## src/rtl/fir_filter_mac.sv

```systemverilog
// fir_filter_mac: multi-channel FIR filter built around one time-multiplexed
// multiplier. Each accepted sample is shifted into its channel's delay line.
// The engine then accumulates one tap product per cycle, rounds the sum and
// narrows it. The result is held on the output until the downstream side
// takes it.
// The optional macro FIR_FILTER_SAT_EN clamps the rounded result to the
// DATA_W range. When the macro is undefined, the result wraps.
module fir_filter_mac #(
  parameter int DATA_W     = 24,
  parameter int COEFF_W    = 18,
  parameter int COEFF_FRAC = 16,
  parameter int NUM_TAPS   = 8,
  parameter int NUM_CH     = 2,
  localparam int CH_W      = (NUM_CH > 1) ? $clog2(NUM_CH) : 1,
  localparam int TAP_W     = $clog2(NUM_TAPS)
) (
  input  logic               clk,
  input  logic               reset,
  input  logic               in_valid,
  output logic               in_ready,
  input  logic [DATA_W-1:0]  in_data,
  input  logic [CH_W-1:0]    in_ch,
  output logic               out_valid,
  input  logic               out_ready,
  output logic [DATA_W-1:0]  out_data,
  output logic [CH_W-1:0]    out_ch,
  input  logic               coef_we,
  input  logic [TAP_W-1:0]   coef_addr,
  input  logic [COEFF_W-1:0] coef_wdata,
  output logic               busy
);

  localparam int PROD_W = DATA_W + COEFF_W;
  localparam int ACC_W  = PROD_W + $clog2(NUM_TAPS);

  localparam logic [1:0] ST_IDLE  = 2'd0;
  localparam logic [1:0] ST_ACCUM = 2'd1;
  localparam logic [1:0] ST_ROUND = 2'd2;
  localparam logic [1:0] ST_OUT   = 2'd3;

  localparam logic signed [ACC_W-1:0]   RND_HALF = ACC_W'(64'sd1 <<< (COEFF_FRAC - 1));
  localparam logic signed [COEFF_W-1:0] H_UNITY  = COEFF_W'(64'sd1 <<< COEFF_FRAC);

  logic [1:0]                state_q, state_d;
  logic [TAP_W-1:0]          k_q, k_d;
  logic [CH_W-1:0]           ch_q, ch_d;
  logic signed [ACC_W-1:0]   acc_q, acc_d;
  logic signed [DATA_W-1:0]  x_q [NUM_CH][NUM_TAPS];
  logic signed [DATA_W-1:0]  x_d [NUM_CH][NUM_TAPS];
  logic signed [COEFF_W-1:0] h_q [NUM_TAPS];
  logic signed [COEFF_W-1:0] h_d [NUM_TAPS];
  logic                      out_valid_q, out_valid_d;
  logic [DATA_W-1:0]         out_data_q, out_data_d;
  logic [CH_W-1:0]           out_ch_q, out_ch_d;

  logic                      in_ch_ok_s;
  logic                      addr_ok_s;
  logic signed [PROD_W-1:0]  prod_s;
  logic [DATA_W-1:0]         narrow_s;

  // When the index width exactly covers the range, every index is legal.
  if (NUM_CH == (1 << CH_W)) begin : g_ch_full
    assign in_ch_ok_s = 1'b1;
  end else begin : g_ch_part
    assign in_ch_ok_s = (in_ch < CH_W'(NUM_CH));
  end

  if (NUM_TAPS == (1 << TAP_W)) begin : g_tap_full
    assign addr_ok_s = 1'b1;
  end else begin : g_tap_part
    assign addr_ok_s = (coef_addr < TAP_W'(NUM_TAPS));
  end

  // Full-precision product of the current tap; both operands are signed.
  assign prod_s = x_q[ch_q][k_q] * h_q[k_q];

`ifdef FIR_FILTER_SAT_EN
  localparam logic signed [ACC_W-1:0] SAT_MAX = ACC_W'((64'sd1 <<< (DATA_W - 1)) - 64'sd1);
  localparam logic signed [ACC_W-1:0] SAT_MIN = ACC_W'(-(64'sd1 <<< (DATA_W - 1)));
  logic signed [ACC_W-1:0] r_s;
  assign r_s = (acc_q + RND_HALF) >>> COEFF_FRAC;

  // Round half toward +inf, then clamp to the signed DATA_W range.
  always_comb begin
    if (r_s > SAT_MAX) begin
      narrow_s = SAT_MAX[DATA_W-1:0];
    end else if (r_s < SAT_MIN) begin
      narrow_s = SAT_MIN[DATA_W-1:0];
    end else begin
      narrow_s = r_s[DATA_W-1:0];
    end
  end
`else
  // Round half toward +inf, then keep the low DATA_W bits (wrap).
  always_comb begin
    narrow_s = DATA_W'((acc_q + RND_HALF) >>> COEFF_FRAC);
  end
`endif

  // Control FSM, delay-line shift, coefficient writes and MAC datapath.
  always_comb begin
    state_d     = state_q;
    k_d         = k_q;
    ch_d        = ch_q;
    acc_d       = acc_q;
    x_d         = x_q;
    h_d         = h_q;
    out_valid_d = out_valid_q;
    out_data_d  = out_data_q;
    out_ch_d    = out_ch_q;
    case (state_q)
      ST_IDLE: begin
        // The coefficient is written before the new sample's accumulation starts.
        if (coef_we && addr_ok_s) begin
          h_d[coef_addr] = coef_wdata;
        end else begin
          h_d = h_q;
        end
        if (in_valid && in_ch_ok_s) begin
          for (int t = NUM_TAPS - 1; t > 0; t--) begin
            x_d[in_ch][t] = x_q[in_ch][t-1];
          end
          x_d[in_ch][0] = in_data;
          ch_d          = in_ch;
          acc_d         = {ACC_W{1'b0}};
          k_d           = {TAP_W{1'b0}};
          state_d       = ST_ACCUM;
        end else begin
          // A sample on an out-of-range channel is consumed and dropped.
          state_d = ST_IDLE;
        end
      end
      ST_ACCUM: begin
        acc_d = acc_q + ACC_W'(prod_s);
        if (k_q == TAP_W'(NUM_TAPS - 1)) begin
          state_d = ST_ROUND;
        end else begin
          k_d = k_q + {{(TAP_W-1){1'b0}}, 1'b1};
        end
      end
      ST_ROUND: begin
        out_data_d  = narrow_s;
        out_ch_d    = ch_q;
        out_valid_d = 1'b1;
        state_d     = ST_OUT;
      end
      ST_OUT: begin
        if (out_ready) begin
          out_valid_d = 1'b0;
          state_d     = ST_IDLE;
        end else begin
          out_valid_d = 1'b1;
        end
      end
      default: begin
        out_valid_d = 1'b0;
        state_d     = ST_IDLE;
      end
    endcase
  end

  // State registers; reset restores a pass-through filter with empty delay lines.
  always_ff @(posedge clk or posedge reset) begin
    if (reset) begin
      state_q     <= ST_IDLE;
      k_q         <= {TAP_W{1'b0}};
      ch_q        <= {CH_W{1'b0}};
      acc_q       <= {ACC_W{1'b0}};
      out_valid_q <= 1'b0;
      out_data_q  <= {DATA_W{1'b0}};
      out_ch_q    <= {CH_W{1'b0}};
      for (int c = 0; c < NUM_CH; c++) begin
        for (int t = 0; t < NUM_TAPS; t++) begin
          x_q[c][t] <= {DATA_W{1'b0}};
        end
      end
      for (int t = 0; t < NUM_TAPS; t++) begin
        h_q[t] <= (t == 0) ? H_UNITY : {COEFF_W{1'b0}};
      end
    end else begin
      state_q     <= state_d;
      k_q         <= k_d;
      ch_q        <= ch_d;
      acc_q       <= acc_d;
      out_valid_q <= out_valid_d;
      out_data_q  <= out_data_d;
      out_ch_q    <= out_ch_d;
      x_q         <= x_d;
      h_q         <= h_d;
    end
  end

  assign in_ready  = (state_q == ST_IDLE);
  assign busy      = (state_q != ST_IDLE);
  assign out_valid = out_valid_q;
  assign out_data  = out_data_q;
  assign out_ch    = out_ch_q;

endmodule
```

## config.mk

```make
export PLATFORM = sky130hd
export DESIGN_NAME = fir_filter_mac
export DESIGN_NICKNAME = d
export VERILOG_FILES = /design/src/rtl/fir_filter_mac.sv
export SDC_FILE = /design/constraint.sdc
export NUM_CORES = 2
export LEC_CHECK = 0
export ABC_AREA = 1
export BUFFER_PORTS_ARGS = -buffer_cell sky130_fd_sc_hd__buf_4
export CAP_MARGIN = 20
export CORE_UTILIZATION = 44
export CTS_CLUSTER_SIZE = 16
export DETAILED_ROUTE_END_ITERATION = 6
export HOLD_SLACK_MARGIN = 0.06
export PLACE_DENSITY = 0.69
export SLEW_MARGIN = 20
export SYNTH_ARGS = -nofsm -noshare
export SYNTH_HDL_FRONTEND = slang
export SYNTH_SLANG_ARGS = --single-unit
```

## constraint.sdc

```tcl
create_clock -name clk -period 16 [get_ports clk]
set_input_delay 0.8 -clock clk [delete_from_list [all_inputs] [get_ports clk]]
set_output_delay 0.8 -clock clk [all_outputs]
set_load 0.03 [all_outputs]
```

==> summary.txt <==
Placer Congestion -> 0.960
Distinct cells, synth -> 52
Boundary Pins -> 79
Number of setup buffers added after CTS -> 0
Cts repair resizes -> 0
Root Driver -> clkbuf_16
Worst setup SP type -> flop
Top cell type's share of synthesized area -> 34.4%
Largest stage delay, worst path -> 0.75 ns
Average cell area after synthesis -> 8.41 sq um
Critical Path Sink Type -> flop
Vias in the first global route -> 34486
Synth top area cells -> dfrtp_1, fa_1, nand2_1
Cell family with most CP delay -> adder cells
Final instance area -> 0.0471 sq mm
Worst R2R Setup Slack -> 6.05 ns
Post-Synth Adder-Cell Area -> 24.2%
Share of cells above drive strength 1 -> 6.84%
GRT Residual Overflow -> 0
NumNets Final -> 5733
Row cnt -> 115
Final Hold Vio Count -> 0
Area of the multi-input gates -> 0.0240 sq mm
Filler cells -> 9451
Num CTS Buffers -> 70
Crit path DAT -> 10.51 ns
Max FO, Critical Path -> 66
Maximum buffer depth of the clock tree -> 3
Core area -> 0.0983 sq mm
Worst Path Buf+Inv -> 7
Synth Area in Compound Gates -> 13.6%
Mux cell area share after synthesis -> 1.16%
Cell area after synthesis -> 0.0436 sq mm
# hold bufs at CTS -> 0
Max Fclk -> 100 MHz
Die area -> 0.100 sq mm
Minimum clock period -> 9.95 ns
Leading area contributor after synthesis -> dfrtp_1
Synth Area in XOR/XNOR -> 0.362%
Syn. warnings -> 0
I/O Buffers -> 78
Pin count of the biggest net entering global routing -> 177
Layout overhead on the synthesized area -> 8.04%
Setup Skew -> 0.0263 ns
Placed Instance Area -> 0.0448 sq mm
Most used DFF post-synth -> dfrtp_1
Total number of vias -> 34623
Initial Util -> 44.4%
Largest family of logic cells by synthesized area -> adder cells
Most common cell after layout, fill and taps aside -> nand2_1
Post-synthesis register bit count -> 600
Final setup fails -> 0
Sequential area share after synthesis -> 34.4%
Status -> complete, no violations
Number of max-cap violations -> 0
Initial antenna violation count -> 2
Mapped Cells -> 5181
Simple-gate portion of the synthesized area -> 15.8%
Via-to-Cell Ratio -> 5.37
Async SR Flop Fraction -> 100%
Clock sinks -> 600
Least-Margin Pin Slew -> 1.08 ns
Worst skew pair latency -> 0.63 ns
Register area -> 0.0150 sq mm
Worst path required time -> 16.56 ns
Setup CP Type -> reg2reg
Total GRT Usage -> 25.1%
Final slew viol count -> 0
First-pass GRT wire length -> 196 mm
Worst slew margin -> 27.8%
Mapped Nets -> 5806
Initial drt markers -> 3241
Wire per inst -> 19.1 microns
Fin crit share -> 62.2%
Antenna Nets Post-Route -> 0
RSZ-0062 raised after global routing -> no
Die H -> 317 microns
Die Wd -> 317 microns
Number of flops mapped to enable cells by yosys -> 0
CTS tree -> done
Remaining DRCs -> 0
Critical path's slowest cell -> fa_1
Routed wire length -> 123 mm
Number of H-tree levels -> 3
DP Wirelength -> 86.2 mm
Worst hold path class -> in2async
Pre-Repair DR Iteration Count -> 6
Most frequent cells in the layout -> nand2_1, inv_1, o21ai_0
Setup tns final -> 0 ns
Reg clk slew, reported paths -> 0.06 ns
-- layer usage --
| layer | track usage [%] | up-vias | part of all wire [%] |
|---|---|---|---|
| li1 | - | 16100 | - |
| met1 | 34.6 | 17007 | 43 |
| met2 | 39.5 | 1253 | 45 |
| met3 | 5.46 | 263 | 8.2 |
| met4 | 8.39 | 0 | 3.3 |
| met5 | 0 | - | 0 |
-- synthesized netlist by cell type, types with 11 or more instances --
library cell,count
a21oi_1,249
a32o_1,11
buf_2,94
buf_4,44
buf_6,14
clkbuf_1,101
dfrtp_1,599
fa_1,448
ha_1,126
inv_1,811
inv_2,26
mux2_2,45
nand2_1,1101
nand2_2,15
nand3_1,146
nand4_1,16
nor2_1,416
o211ai_1,54
o21ai_0,706
o21ai_1,16
o22ai_1,27
xor2_1,16
-- sequential cells by signal (all words and copies together) (netlist names) --
register and count:
k_q 3, h_q 144, acc_q 40, state_q 2, out_data 24, x_q 384
out_valid 1, out_ch 1, ch_q 1
-- logic make-up after synthesis --
logic type               count (synthesis)
AND/OR/NAND/NOR                       1728
multiplexers                            45
AO/OA/AOI/OAI                         1112
adder cells (fa/ha/maj)                574
XOR/XNOR                                18
flip-flops                             600
buffers and inverters                 1104
-- path summary, 6_finish.rpt --
kind	startpoint	endpoint	cells past startpoint
max	k_q[0]	acc_q[35]	30
max reg2reg	k_q[0]	acc_q[35]	30
max in group asynchronous	reset	x_q[219]	4
min reg2reg	x_q[14]	x_q[14]	2
min in group clk	out_ready	out_valid	2
min	reset	x_q[212]	2
-- area by class of cell --
class / count / area share, %
inverter: 840 / 6.74
sequential: 600 / 31.9
timing repair buffer: 119 / 1.98
clock inverter: 23 / 0.571
antenna: 2 / 0.0106
tap: 1287 / 3.42
clock buffer: 100 / 4.32
multi-input combinational: 3477 / 51.1
-- through the flow --
stage          setup slack (ns)  hold WS (ns)  utilization (%)  cells
5_1_grt                    5.58         0.376             47.9   6446
3_5_place_dp               6.14         0.460             45.6   6323
3_3_place_gp               6.21         0.458             45.6   6323
2_1_floorplan              7.02         0.444                -   5181
6_report                   6.05         0.349             47.9   6448
4_1_cts                    6.16         0.354             47.9   6446
Power is left out: the tool's default activity adds up to more than one toggle a clock period on the data nets, which glitch-free logic cannot reach.
